## src/rtl/qarctan_channel_arbiter_if.sv

```systemverilog
// Handshake bundle between the channel arbiter and its surrounding FIFOs:
// two channel input pairs (Y/X), the shared core's input and result FIFOs,
// and the two channel output FIFOs.
interface qarctan_channel_arbiter_if #(
  parameter int DATA_WIDTH = 32
);
  logic                  ch0_y_rd_en,  ch1_y_rd_en;
  logic                  ch0_y_empty,  ch1_y_empty;
  logic [DATA_WIDTH-1:0] ch0_y_dout,   ch1_y_dout;
  logic                  ch0_x_rd_en,  ch1_x_rd_en;
  logic                  ch0_x_empty,  ch1_x_empty;
  logic [DATA_WIDTH-1:0] ch0_x_dout,   ch1_x_dout;

  logic                  core_y_wr_en, core_x_wr_en;
  logic                  core_y_full,  core_x_full;
  logic [DATA_WIDTH-1:0] core_y_din,   core_x_din;

  logic                  core_out_rd_en;
  logic                  core_out_empty;
  logic [DATA_WIDTH-1:0] core_out_dout;

  logic                  ch0_out_wr_en, ch1_out_wr_en;
  logic                  ch0_out_full,  ch1_out_full;
  logic [DATA_WIDTH-1:0] ch0_out_din,   ch1_out_din;

  // Arbiter side
  modport master (
    output ch0_y_rd_en, ch1_y_rd_en, ch0_x_rd_en, ch1_x_rd_en,
    input  ch0_y_empty, ch1_y_empty, ch0_x_empty, ch1_x_empty,
    input  ch0_y_dout,  ch1_y_dout,  ch0_x_dout,  ch1_x_dout,
    output core_y_wr_en, core_x_wr_en, core_y_din, core_x_din,
    input  core_y_full,  core_x_full,
    output core_out_rd_en,
    input  core_out_empty, core_out_dout,
    output ch0_out_wr_en, ch1_out_wr_en, ch0_out_din, ch1_out_din,
    input  ch0_out_full,  ch1_out_full
  );

  // FIFO / environment side
  modport slave (
    input  ch0_y_rd_en, ch1_y_rd_en, ch0_x_rd_en, ch1_x_rd_en,
    output ch0_y_empty, ch1_y_empty, ch0_x_empty, ch1_x_empty,
    output ch0_y_dout,  ch1_y_dout,  ch0_x_dout,  ch1_x_dout,
    input  core_y_wr_en, core_x_wr_en, core_y_din, core_x_din,
    output core_y_full,  core_x_full,
    input  core_out_rd_en,
    output core_out_empty, core_out_dout,
    input  ch0_out_wr_en, ch1_out_wr_en, ch0_out_din, ch1_out_din,
    output ch0_out_full,  ch1_out_full
  );
endinterface

```

## src/rtl/qarctan_channel_arbiter.sv

```systemverilog
// Round-robin sharing of one qarctan core between two channels. Each issued
// Y/X pair leaves a one-bit channel tag in an in-order queue; core results
// are steered back to the channel named by the tag at the queue head.
module qarctan_channel_arbiter #(
  parameter int DATA_WIDTH      = 32,
  parameter int MAX_OUTSTANDING = 16,
  parameter int CNT_WIDTH       = 5
) (
  input  logic                 clock,
  input  logic                 reset,
  qarctan_channel_arbiter_if.master bus,
  output logic [CNT_WIDTH-1:0] outstanding,
  output logic                 busy
);

  localparam int                   PTR_W   = $clog2(MAX_OUTSTANDING);
  localparam logic [CNT_WIDTH-1:0] CNT_MAX = CNT_WIDTH'(MAX_OUTSTANDING);

  logic [MAX_OUTSTANDING-1:0] tag_q;
  logic [PTR_W-1:0]           wr_ptr_q, wr_ptr_d;
  logic [PTR_W-1:0]           rd_ptr_q, rd_ptr_d;
  logic [CNT_WIDTH-1:0]       cnt_q, cnt_d;
  logic                       last_grant_q;

  logic                  core_ok, elig0, elig1, grant0, grant1, issue;
  logic                  head_tag, head_full, retire;
  logic [DATA_WIDTH-1:0] y_sel, x_sel;

  // Eligibility, round-robin grant and head-of-line retire decision
  always_comb begin
    core_ok   = !reset && !bus.core_y_full && !bus.core_x_full && (cnt_q != CNT_MAX);
    elig0     = core_ok && !bus.ch0_y_empty && !bus.ch0_x_empty;
    elig1     = core_ok && !bus.ch1_y_empty && !bus.ch1_x_empty;
    // On a tie the channel that did not win last time goes next
    grant0    = elig0 && (!elig1 || last_grant_q);
    grant1    = elig1 && (!elig0 || !last_grant_q);
    issue     = grant0 || grant1;
    y_sel     = grant1 ? bus.ch1_y_dout : bus.ch0_y_dout;
    x_sel     = grant1 ? bus.ch1_x_dout : bus.ch0_x_dout;
    head_tag  = tag_q[rd_ptr_q];
    // Results never bypass each other: a full head channel stalls everything
    head_full = head_tag ? bus.ch1_out_full : bus.ch0_out_full;
    retire    = !reset && !bus.core_out_empty && (cnt_q != '0) && !head_full;
  end

  assign bus.ch0_y_rd_en    = grant0;
  assign bus.ch0_x_rd_en    = grant0;
  assign bus.ch1_y_rd_en    = grant1;
  assign bus.ch1_x_rd_en    = grant1;
  assign bus.core_y_wr_en   = issue;
  assign bus.core_x_wr_en   = issue;
  assign bus.core_y_din     = y_sel;
  assign bus.core_x_din     = x_sel;
  assign bus.core_out_rd_en = retire;
  assign bus.ch0_out_wr_en  = retire && !head_tag;
  assign bus.ch1_out_wr_en  = retire && head_tag;
  assign bus.ch0_out_din    = bus.core_out_dout;
  assign bus.ch1_out_din    = bus.core_out_dout;
  assign outstanding        = cnt_q;
  assign busy               = (cnt_q != '0);

  // Pointer and occupancy next-state
  always_comb begin
    wr_ptr_d = issue  ? wr_ptr_q + PTR_W'(1) : wr_ptr_q;
    rd_ptr_d = retire ? rd_ptr_q + PTR_W'(1) : rd_ptr_q;
    cnt_d    = cnt_q;
    case ({issue, retire})
      2'b10:   cnt_d = cnt_q + CNT_WIDTH'(1);
      2'b01:   cnt_d = cnt_q - CNT_WIDTH'(1);
      default: cnt_d = cnt_q;
    endcase
  end

  // Tag queue and arbitration state
  always_ff @(posedge clock) begin
    if (reset) begin
      tag_q        <= '0;
      wr_ptr_q     <= '0;
      rd_ptr_q     <= '0;
      cnt_q        <= '0;
      last_grant_q <= 1'b1;
    end else begin
      if (issue) begin
        tag_q[wr_ptr_q] <= grant1;
        last_grant_q    <= grant1;
      end
      wr_ptr_q <= wr_ptr_d;
      rd_ptr_q <= rd_ptr_d;
      cnt_q    <= cnt_d;
    end
  end

  // A core result with no tag to route it means the core and arbiter lost sync
  a_no_orphan_result : assert property (@(posedge clock) disable iff (reset)
    !(!bus.core_out_empty && cnt_q == '0))
    else $error("core result present with empty tag queue");

endmodule

```

## src/flat_wrapper.sv

```systemverilog
// flat-port wrapper written by rule: the top's interface ports become plain ports
module qarctan_channel_arbiter_flat 
#(
  parameter int DATA_WIDTH      = 32,
  parameter int MAX_OUTSTANDING = 16,
  parameter int CNT_WIDTH       = 5
)
  (clock, reset, outstanding, busy, bus_ch0_y_rd_en, bus_ch1_y_rd_en, bus_ch0_x_rd_en, bus_ch1_x_rd_en, bus_ch0_y_empty, bus_ch1_y_empty, bus_ch0_x_empty, bus_ch1_x_empty, bus_ch0_y_dout, bus_ch1_y_dout, bus_ch0_x_dout, bus_ch1_x_dout, bus_core_y_wr_en, bus_core_x_wr_en, bus_core_y_din, bus_core_x_din, bus_core_y_full, bus_core_x_full, bus_core_out_rd_en, bus_core_out_empty, bus_core_out_dout, bus_ch0_out_wr_en, bus_ch1_out_wr_en, bus_ch0_out_din, bus_ch1_out_din, bus_ch0_out_full, bus_ch1_out_full);
  qarctan_channel_arbiter_if #(.DATA_WIDTH(DATA_WIDTH)) bus_i ();
  input  logic clock;
  input  logic reset;
  output logic [CNT_WIDTH-1:0] outstanding;
  output logic busy;
  output wire logic [$bits(bus_i.ch0_y_rd_en)-1:0] bus_ch0_y_rd_en;
  output wire logic [$bits(bus_i.ch1_y_rd_en)-1:0] bus_ch1_y_rd_en;
  output wire logic [$bits(bus_i.ch0_x_rd_en)-1:0] bus_ch0_x_rd_en;
  output wire logic [$bits(bus_i.ch1_x_rd_en)-1:0] bus_ch1_x_rd_en;
  input wire logic [$bits(bus_i.ch0_y_empty)-1:0] bus_ch0_y_empty;
  input wire logic [$bits(bus_i.ch1_y_empty)-1:0] bus_ch1_y_empty;
  input wire logic [$bits(bus_i.ch0_x_empty)-1:0] bus_ch0_x_empty;
  input wire logic [$bits(bus_i.ch1_x_empty)-1:0] bus_ch1_x_empty;
  input wire logic [$bits(bus_i.ch0_y_dout)-1:0] bus_ch0_y_dout;
  input wire logic [$bits(bus_i.ch1_y_dout)-1:0] bus_ch1_y_dout;
  input wire logic [$bits(bus_i.ch0_x_dout)-1:0] bus_ch0_x_dout;
  input wire logic [$bits(bus_i.ch1_x_dout)-1:0] bus_ch1_x_dout;
  output wire logic [$bits(bus_i.core_y_wr_en)-1:0] bus_core_y_wr_en;
  output wire logic [$bits(bus_i.core_x_wr_en)-1:0] bus_core_x_wr_en;
  output wire logic [$bits(bus_i.core_y_din)-1:0] bus_core_y_din;
  output wire logic [$bits(bus_i.core_x_din)-1:0] bus_core_x_din;
  input wire logic [$bits(bus_i.core_y_full)-1:0] bus_core_y_full;
  input wire logic [$bits(bus_i.core_x_full)-1:0] bus_core_x_full;
  output wire logic [$bits(bus_i.core_out_rd_en)-1:0] bus_core_out_rd_en;
  input wire logic [$bits(bus_i.core_out_empty)-1:0] bus_core_out_empty;
  input wire logic [$bits(bus_i.core_out_dout)-1:0] bus_core_out_dout;
  output wire logic [$bits(bus_i.ch0_out_wr_en)-1:0] bus_ch0_out_wr_en;
  output wire logic [$bits(bus_i.ch1_out_wr_en)-1:0] bus_ch1_out_wr_en;
  output wire logic [$bits(bus_i.ch0_out_din)-1:0] bus_ch0_out_din;
  output wire logic [$bits(bus_i.ch1_out_din)-1:0] bus_ch1_out_din;
  input wire logic [$bits(bus_i.ch0_out_full)-1:0] bus_ch0_out_full;
  input wire logic [$bits(bus_i.ch1_out_full)-1:0] bus_ch1_out_full;
  assign bus_ch0_y_rd_en = bus_i.ch0_y_rd_en;
  assign bus_ch1_y_rd_en = bus_i.ch1_y_rd_en;
  assign bus_ch0_x_rd_en = bus_i.ch0_x_rd_en;
  assign bus_ch1_x_rd_en = bus_i.ch1_x_rd_en;
  assign bus_i.ch0_y_empty = bus_ch0_y_empty;
  assign bus_i.ch1_y_empty = bus_ch1_y_empty;
  assign bus_i.ch0_x_empty = bus_ch0_x_empty;
  assign bus_i.ch1_x_empty = bus_ch1_x_empty;
  assign bus_i.ch0_y_dout = bus_ch0_y_dout;
  assign bus_i.ch1_y_dout = bus_ch1_y_dout;
  assign bus_i.ch0_x_dout = bus_ch0_x_dout;
  assign bus_i.ch1_x_dout = bus_ch1_x_dout;
  assign bus_core_y_wr_en = bus_i.core_y_wr_en;
  assign bus_core_x_wr_en = bus_i.core_x_wr_en;
  assign bus_core_y_din = bus_i.core_y_din;
  assign bus_core_x_din = bus_i.core_x_din;
  assign bus_i.core_y_full = bus_core_y_full;
  assign bus_i.core_x_full = bus_core_x_full;
  assign bus_core_out_rd_en = bus_i.core_out_rd_en;
  assign bus_i.core_out_empty = bus_core_out_empty;
  assign bus_i.core_out_dout = bus_core_out_dout;
  assign bus_ch0_out_wr_en = bus_i.ch0_out_wr_en;
  assign bus_ch1_out_wr_en = bus_i.ch1_out_wr_en;
  assign bus_ch0_out_din = bus_i.ch0_out_din;
  assign bus_ch1_out_din = bus_i.ch1_out_din;
  assign bus_i.ch0_out_full = bus_ch0_out_full;
  assign bus_i.ch1_out_full = bus_ch1_out_full;
  qarctan_channel_arbiter #(.DATA_WIDTH(DATA_WIDTH), .MAX_OUTSTANDING(MAX_OUTSTANDING), .CNT_WIDTH(CNT_WIDTH)) u_core (.clock(clock), .reset(reset), .bus(bus_i), .outstanding(outstanding), .busy(busy));
endmodule
```

## config.mk

```make
export PLATFORM = sky130hd
export DESIGN_NAME = qarctan_channel_arbiter_flat
export DESIGN_NICKNAME = d
export VERILOG_FILES = /design/src/rtl/qarctan_channel_arbiter_if.sv /design/src/rtl/qarctan_channel_arbiter.sv /design/src/flat_wrapper.sv
export SDC_FILE = /design/constraint.sdc
export NUM_CORES = 1
export LEC_CHECK = 0
export CORE_AREA = 4 4 121 123
export CTS_BUF_LIST = sky130_fd_sc_hd__clkbuf_4
export CTS_CLUSTER_SIZE = 24
export DETAILED_ROUTE_END_ITERATION = 10
export DIE_AREA = 0 0 125 127
export HOLD_SLACK_MARGIN = 0.02
export SETUP_SLACK_MARGIN = 0.15
export SYNTH_ARGS = -nofsm -noshare
export SYNTH_HDL_FRONTEND = slang
export SYNTH_SLANG_ARGS = --single-unit
```

## constraint.sdc

```tcl
create_clock -name clock -period 3.9 [get_ports clock]
set_input_delay 0.975 -clock clock [delete_from_list [all_inputs] [get_ports clock]]
set_output_delay 0.975 -clock clock [all_outputs]
set_load 0.01 [all_outputs]
```

==> metrics.md, run 1 <==
| Metric | Value |
|---|---|
| DRC | `0` |
| Ys flop type | `dfxtp_1` |
| WL/cell | `17.1 um` |
| Arrival @ worst endpoint | `2.69 ns` |
| Minimum clock period | `3.66 ns` |
| Seq/Total Area, Yosys | `20.3%` |
| Peak supply drop | `~0.079 mV` |
| Post-DR vias/cell | `4.29` |
| Port Buffers | `approximately 220` |
| Setup_tns | `0 ns` |
| Total Die Area | `between 15000 and 20000 um2` |
| Final core occ | `37.4%` |
| Outcome | `complete, no violations` |
| Share of layout cells above drive strength 1 | `15.9%` |
| # diodes | `0` |
| Total GRT Usage | `16.4%` |
| Yosys reg bits | `30` |
| Number of antenna violations at the first check in global routing | `0` |
| Worst Setup Slack, final | `approximately 0.24 ns` |
| Top Ports | `314` |
| Syn-to-layout area delta | `73.0%` |
| Max incr delay on CP | `0.41 ns` |
| GPL Wtd Cong | `0.845` |
| Synth warn | `0` |
| Worst setup EP type | `output port` |
| First-pass GRT wire length | `between 20000 and 25000 um` |
| ANT nets after route | `0` |
| Synthesized area per cell | `6.28 um2` |
| RR Startpoint | `u_core.outstanding[0]$_SDFFE_PP0P_` |
| CTS max path bufs | `2` |
| Pwr Total | `~820 uW` |
| Worst Max-Slew Pin Slew | `0.646 ns` |
| Setup Crit Path Kind | `in -> out` |
| CTS tree | `done` |
| P_leak | `~2.4 nW` |
| Hpwl dp | `around 11000 um` |
| Critical path's most frequent cell | `buf_12` |
| Ranking of synthesized cells by area | `nand2_1 (25%), dfxtp_1 (20%), buf_4 (17%), nor2_1 (5.2%), ha_1 (3.8%)` |
| Clk Latency, worst-skew pair | `0.33 ns` |
| Synthesized area | `2960 um2` |
| CTS Buf Count | `5` |
| Design Area, Final | `5120 um2` |
| Worst hold-check path type | `reg -> reg` |
| WL final | `14000 um` |
| Chip height | `between 100 and 150 um` |
| Async SR Flop Fraction | `0%` |
| Critical Path Fanout Max | `5` |
| Pin count of the biggest net entering global routing | `48` |
| NumNets Final | `slightly above 800` |
| Start point of the worst hold path | `u_core.tag_q[8]$_SDFFE_PP0P_` |
| MaxCap Viol Count | `0` |
| Place WS | `-0.401 ns` |
| H-tree Lvls | `2` |
| CP startpoint kind | `input port` |
| Post-synth EDFFs | `0` |
| Vias in the first global route | `about 3500` |
| Power per Cell Area | `159 nW/um2` |
| Final hold violations | `0` |
| Placement Cell Area | `4900 um2` |
| Area leader, netlist | `nand2_1` |
| Num rows | `43` |
| Max Fclk | `273 MHz` |
| GRT overflow | `0` |
| Starting Density | `21.6%` |
| Final setup skew | `0.00896 ns` |
| Root Buffer | `clkbuf_4` |
| Via count | `3503` |
| Fillers | `1462` |
| Slowest CP cell | `or3_4` |
| Syn nets | `652` |
| Worst-path clk slew | `~0.09 ns` |
| Worst path cell trace | `dlygate4sd2_1, or3_4, a21oi_4, nand3_4, inv_4, buf_12, buf_12, buf_16, buf_8, clkdlybuf4s15_1` |
| Cts hold-fix bufs | `0` |
| Initial DRC Count | `139` |
| Mapped Cells | `471` |
| Unrepaired setup endpoints after global routing | `false` |
| Relative slew margins | `56.6%` |
| Core box area | `around 14000 um2` |
| Crit path required time | `2.92 ns` |
| Setup violators final | `0` |
| Share of the synthesized area in the top cell type | `24.9%` |
| CP Launch Point | `reset` |
| Final Cycle Share | `a little over nine tenths` |
| Max-slew violations | `0` |
| Die span in x | `125 um` |
| Synth cell types | `40` |
| Drt first pass iters | `4` |
| Clock sinks | `30` |
[layout by cell type, fill, tap and decap left out, types with 7 or more instances in the layout]
master | netlist | routed
nand2_1 | 196 | 188
a21oi_1 | 18 | 17
dfxtp_1 | 30 | 29
mux2i_1 | 11 | 11
nand2_2 | 0 | 7
clkdlybuf4s15_1 | 0 | 9
ha_1 | 9 | 9
buf_2 | 5 | 25
nand3_1 | 13 | 12
nor2_1 | 41 | 41
buf_4 | 68 | 18
dlygate4sd2_1 | 0 | 22
clkdlybuf4s50_1 | 0 | 144
inv_1 | 9 | 9
[cells by family after synthesis]
kind of cell | Yosys count | synth area share (%)
multiplexers | 14 | 5.88
XOR/XNOR | 6 | 1.78
AO/OA/AOI/OAI | 33 | 7.32
buffers and inverters | 102 | 22.3
flip-flops | 30 | 20.3
adder cells (fa/ha/maj) | 10 | 4.48
AND/OR/NAND/NOR | 276 | 37.9
[repair_timing]
action / in CTS / in global routing
setup buffers: 10 / 0
endpoints found under the hold margin: 0 / 0
cloned: 3 / 1
endpoints found under the setup margin: 73 / 67
pin swaps: 3 / 4
resized for setup: 185 / 31
[path summary, 6_finish.rpt]
check	endpoint	slack [ns]	cells past startpoint
min	u_core.tag_q[8]$_SDFFE_PP0P_	0.49	2
max reg2reg	u_core.outstanding[4]$_SDFFE_PP0P_	0.56	14
max	bus_ch1_x_rd_en	0.24	10
min reg2reg	u_core.tag_q[8]$_SDFFE_PP0P_	0.49	2
[worst max-delay path: cells and delay by family]
kind,cells,cell delay (ns)
AOI/OAI and AO/OA,1,0.16
buffers and inverters,7,1.03
and+or+nand+nor,2,0.52
[stage by stage]
step | hold WS [ns] | std cells
final | 0.487 | 817
after floorplan | 0.446 | 471
after CTS | 0.496 | 816
after detailed placement | 0.473 | 795
after global placement | 0.463 | 795
after global routing | 0.533 | 817
[synthesized netlist by cell type (3+ instances only)]
master,number
nor2b_1,6
xor2_1,4
buf_2,5
nor2_1,41
nand2b_1,3
inv_1,9
buf_4,68
clkbuf_1,16
nand4_1,4
dfxtp_1,30
nand2_1,196
mux2i_1,11
a21oi_1,18
nand3_1,13
nor3_1,4
ha_1,9
o21ai_0,5
[where the power goes]
group / internal (mW) / leakage (nW) / switching [mW] / total, mW
registers: 0.308 / 0.242 / 0.00263 / 0.310
clock network: 0.0745 / 0.0331 / 0.107 / 0.181
logic: 0.198 / 2.08 / 0.126 / 0.324
total: 0.580 / 2.35 / 0.235 / 0.815
[state kept, by name (all words and copies together) (netlist names)]
signal               count
u_core.tag_q            16
u_core.outstanding       5
u_core.rd_ptr_q          4
u_core.wr_ptr_q          4
u_core.last_grant_q      1
[cell type report]
| type | count | area (um2) | share of cell area (%) |
|---|---|---|---|
| Inverter | 10 | 40.0 | 0.783 |
| Multi-Input combinational cell | 339 | 1760 | 34.4 |
| Timing Repair Buffer | 250 | 2440 | 47.6 |
| Sequential cell | 30 | 602 | 11.8 |
| Tap cell | 180 | 225 | 4.40 |
| Clock buffer | 6 | 45.0 | 0.880 |
| Clock inverter | 2 | 8.76 | 0.171 |
[routing by layer]
| layer | routed length, um | GRT usage (%) | vias up |
|---|---|---|---|
| met5 | 0 | 0 | - |
| met2 | 6570 | 27.0 | 186 |
| li1 | - | - | 1760 |
| met3 | 1430 | 7.15 | 26 |
| met1 | 5760 | 20.3 | 1531 |
| met4 | 208 | 3.13 | 0 |
No activity file was read; power rests on OpenSTA's default activity.
==> inputs of run 2 (changes only) <==
Settings changed: CORE_AREA 4 4 121 123 to 4 4 119 121, CTS_BUF_LIST sky130_fd_sc_hd__clkbuf_4 to not set, DIE_AREA 0 0 125 127 to 0 0 123 125, MAX_ROUTING_LAYER set to met4, PLACE_DENSITY set to 0.66.
==> run 2 against run 1 <==
  * The run now fails in detailed routing
  * Synthesized cell count did not move
  * Area after synthesis did not move
  * Global-route usage rose by 2.6 points
==> metrics.md, run 2 <==
| Metric | Value |
|---|---|
| GPL Wtd Cong | `0.849 (was 0.845)` |
| Synthesized area | `2960 um2 (unchanged)` |
| Placement Cell Area | `4960 um2 (was 4900 um2)` |
| First-pass GRT wire length | `21100 um (was 20600 um)` |
| Die span in x | `123 um (was 125 um)` |
| Ranking of synthesized cells by area | `nand2_1 (25%), dfxtp_1 (20%), buf_4 (17%), nor2_1 (5.2%), ha_1 (3.8%) (unchanged)` |
| Mapped Cells | `471 (unchanged)` |
| Cts hold-fix bufs | `0 (unchanged)` |
| Ys flop type | `dfxtp_1 (unchanged)` |
| Syn nets | `652 (unchanged)` |
| Synth cell types | `40 (unchanged)` |
| Worst End Pin Type | `output port` |
| Share of the synthesized area in the top cell type | `24.9% (unchanged)` |
| Synthesized area per cell | `6.28 um2 (unchanged)` |
| CTS Buf Count | `5 (unchanged)` |
| Clock sinks | `30 (unchanged)` |
| Number of antenna violations at the first check in global routing | `0 (unchanged)` |
| Yosys reg bits | `30 (unchanged)` |
| Hpwl dp | `11400 um (was 10900 um)` |
| Pin count of the biggest net entering global routing | `33 (was 48)` |
| Worst endpoint, post-GRT repair | `bus_core_x_din[30]` |
| Run-stopping error | `[ERROR DRT-0255] Maze Route cannot find path of net bus_core_out_dout[23] in worker of routeBox ( 96600 0 ) ( 123000 48300 ).` |
| Area leader, netlist | `nand2_1 (unchanged)` |
| CTS max path bufs | `2 (unchanged)` |
| Stop stage | `detailed routing` |
| Num rows | `42 (was 43)` |
| Top Ports | `314 (unchanged)` |
| Post-synth EDFFs | `0 (unchanged)` |
| Post-synth top cells | `nand2_1 (196), buf_4 (68), nor2_1 (41) (unchanged)` |
| Seq/Total Area, Yosys | `20.3% (unchanged)` |
| Most numerous cell in the Yosys netlist | `nand2_1 (unchanged)` |
| Vias in the first global route | `3570 (was 3514)` |
| H-tree Lvls | `2 (unchanged)` |
| Synth warn | `0 (unchanged)` |
| Async SR Flop Fraction | `0% (unchanged)` |
| Starting Density | `22.6% (was 21.6%)` |
| Outcome | `did not finish (was complete, no violations)` |
| Total GRT Usage | `19.0% (was 16.4%)` |
| Root Buffer | `clkbuf_16 (was clkbuf_4)` |
| GRT overflow | `0 (unchanged)` |
| Chip height | `125 um (was 127 um)` |
| Port Buffers | `217 (unchanged)` |
[run 2: cell counts after synthesis]
No cell type changed its count.
[run 2: per-stage QoR]
stage	setup slack [ns]	instances
3_5_place_dp	-0.429	796
5_1_grt	0.129	817
2_1_floorplan	0.425	471
4_1_cts	0.0450	814
3_3_place_gp	-0.422	796
[run 2: cell families after synthesis]
logic type,after synthesis,share of synthesized area [%]
AND/OR/NAND/NOR,276,37.9
buffers and inverters,102,22.3
AO/OA/AOI/OAI,33,7.32
flip-flops,30,20.3
multiplexers,14,5.88
adder cells (fa/ha/maj),10,4.48
XOR/XNOR,6,1.78
[run 2: repair_timing]
action	in CTS	in global routing
buffers inserted	5	2
resized for setup	251	47
endpoints found under the hold margin	0	0
gates cloned	6	1
pin swaps	2	4
setup endpoints to repair	74	57
[run 2: routing by layer]
metal and track usage [%]:
met5 -, met4 4.43, met3 8.90, met2 27.9
met1 23.8
==> inputs of run 3 (changes only) <==
Settings changed: CORE_AREA 4 4 119 121 to 4 4 121 123, CTS_CLUSTER_SIZE 24 to not set, DIE_AREA 0 0 123 125 to 0 0 125 127, HOLD_SLACK_MARGIN 0.02 to not set, MAX_ROUTING_LAYER met4 to not set, PLACE_DENSITY 0.66 to not set, PLACE_DENSITY_LB_ADDON set to 0.15, SETUP_SLACK_MARGIN 0.15 to not set.
==> run 3 against run 2 <==
  * The flow now finishes, with violations (negative setup slack)
  * Global-route usage is 2.8 points lower
==> metrics.md, run 3 (synthesis gave the netlist of run 1 again) <==
| Metric | Value |
|---|---|
| Outcome | `finished with violations (was did not finish)` |
| Failing checks | `negative setup slack` |
| Crit path required time | `a little under 3 ns` |
| First-pass GRT wire length | `20500 um (was 21100 um)` |
| Vias in the first global route | `3560 (was 3570)` |
| Worst path buffer plus inverter count | `3` |
| Core box area | `13700 um2` |
| H-tree Lvls | `2 (unchanged)` |
| Design Area, Final | `5110 um2` |
| CP startpoint kind | `input port` |
| CTS Buf Count | `5 (unchanged)` |
| Final Cycle Share | `103%` |
| Relative slew margins | `between 60% and 70%` |
| CTS tree | `done` |
| MaxCap Viol Count | `0` |
| Placement Cell Area | `4930 um2 (was 4960 um2)` |
| DRC | `0` |
| GRT overflow | `0 (unchanged)` |
| Hpwl dp | `11200 um (was 11400 um)` |
| Number of antenna violations at the first check in global routing | `1 (was 0)` |
| # diodes | `0` |
| Worst hold-check path type | `reg -> reg` |
| Worst path cell trace | `clkdlybuf4s50_1, or3_4, a21oi_4, nand3_4, buf_8, nand2_1, nand2_1, clkdlybuf4s50_1` |
| Syn-to-layout area delta | `72.8%` |
| WL final | `approximately 14000 um` |
| Pin count of the biggest net entering global routing | `40 (was 33)` |
| Peak supply drop | `0.151 mV` |
| CTS max path bufs | `2 (unchanged)` |
| Starting Density | `21.6% (was 22.6%)` |
| Share of layout cells above drive strength 1 | `10.8%` |
| Port Buffers | `217 (unchanged)` |
| Slowest CP cell | `clkdlybuf4s50_1` |
| Delay-heaviest family, CP | `buffers and inverters` |
| Chip height | `127 um (was 125 um)` |
| Max Fclk | `248 MHz` |
| Clock sinks | `30 (unchanged)` |
| P_leak | `~2.4 nW` |
| Setup_tns | `-0.170 ns` |
| Arrival @ worst endpoint | `between 3 and 4 ns` |
| Total GRT Usage | `16.3% (was 19.0%)` |
| NumNets Final | `slightly above 800` |
| Commonest non-fill, non-tap cell in the layout | `nand2_1` |
| Post-DR vias/cell | `4.29` |
| Setup violators final | `3` |
| Via count | `approximately 3500` |
| Clk Latency, worst-skew pair | `0.27 ns` |
| Root Buffer | `clkbuf_16 (unchanged)` |
| Top Ports | `314 (unchanged)` |
| Critical Path Fanout Max | `39` |
| Worst setup EP type | `output port` |
| Final hold violations | `0` |
| Max-slew violations | `0` |
| Setup Crit Path Kind | `in -> out` |
| Drt first pass iters | `4` |
| Worst-path clk slew | `0.05 ns` |
| GPL Wtd Cong | `0.889 (was 0.849)` |
| ANT nets after route | `0` |
| Worst Setup Slack, final | `-0.128 ns` |
| Max FFs per register | `16` |
| RR Startpoint | `u_core.rd_ptr_q[0]$_SDFFE_PP0N_` |
| Start point of the worst hold path | `u_core.tag_q[5]$_SDFFE_PP0P_` |
| Final setup skew | `0.00295 ns` |
| Minimum clock period | `around 4.0 ns` |
| Largest Register | `u_core.tag_q` |
| Worst Max-Slew Pin Slew | `around 0.57 ns` |
| Unrepaired setup endpoints after global routing | `true` |
| Die span in x | `125 um (was 123 um)` |
| Most frequent cells in the layout | `nand2_1 (195), clkdlybuf4s50_1 (149), nor2_1 (41), dlygate4sd2_1 (37), dfxtp_1 (30)` |
| CP Launch Point | `bus_core_x_full` |
| WL/cell | `17.1 um` |
| Max incr delay on CP | `0.48 ns` |
| Fin Hold WS | `0.481 ns` |
| Total Die Area | `around 16000 um2` |
| Num rows | `43 (was 42)` |
| Initial DRC Count | `205` |
| Power per Cell Area | `207 nW/um2` |
run 3: metrics by stage:
| stage | worst slack, ns | utilization [%] | instances | power [mW] |
|---|---|---|---|---|
| after floorplan | 0.425 | - | 471 | 0.469 |
| after global placement | -0.284 | 36.1 | 798 | 0.661 |
| after detailed placement | -0.288 | 36.1 | 798 | 0.659 |
| after CTS | -0.169 | 37.2 | 809 | 1.07 |
| after global routing | -0.188 | 37.4 | 810 | 1.10 |
| final | -0.128 | 37.4 | 810 | 1.06 |
run 3: path summary, 6_finish.rpt:
kind	cells past startpoint	slack, ns	endpoint
worst max-delay path	8	-0.13	bus_core_y_din[7]
worst min-delay path	2	0.48	u_core.tag_q[5]$_SDFFE_PP0P_
worst max register to register	14	0.50	u_core.outstanding[4]$_SDFFE_PP0P_
worst min register to register	2	0.48	u_core.tag_q[5]$_SDFFE_PP0P_
run 3: metal layers:
metal	up-vias	GRT usage, %	routed length, um
met4	2	4.08	312
met1	1521	20.2	5640
li1	1742	-	-
met5	-	0.310	13
met2	182	27.1	6610
met3	28	5.64	1280
run 3: final cells by class:
| cell class | count | area, um2 |
|---|---|---|
| fillers | 1461 | 8550 |
| repair buffers | 243 | 2320 |
| multi-input cells | 339 | 1750 |
| flip-flops and latches | 30 | 601 |
| well taps | 180 | 225 |
| clock buffers | 5 | 125 |
| inverters | 10 | 45.0 |
| clock inverters | 3 | 40.0 |
run 3: repair_timing:
action	CTS	global route
gates cloned	2	0
hold buffers	0	0
resized for setup	118	27
endpoints found under the setup margin	71	32
setup buffers	1	2
pin swaps	0	1
run 3: power by group:
group          total (mW)  internal (mW)  switching [mW]  leakage [nW]
clock               0.430          0.298           0.132        0.0836
sequential          0.311          0.309         0.00275         0.242
combinational       0.318          0.197           0.121          2.06
run 3: worst min-delay path: stages (launching register included):
cell and delay (ns):
dfxtp_1 0.32, a21oi_1 0.06, nor2_1 0.07
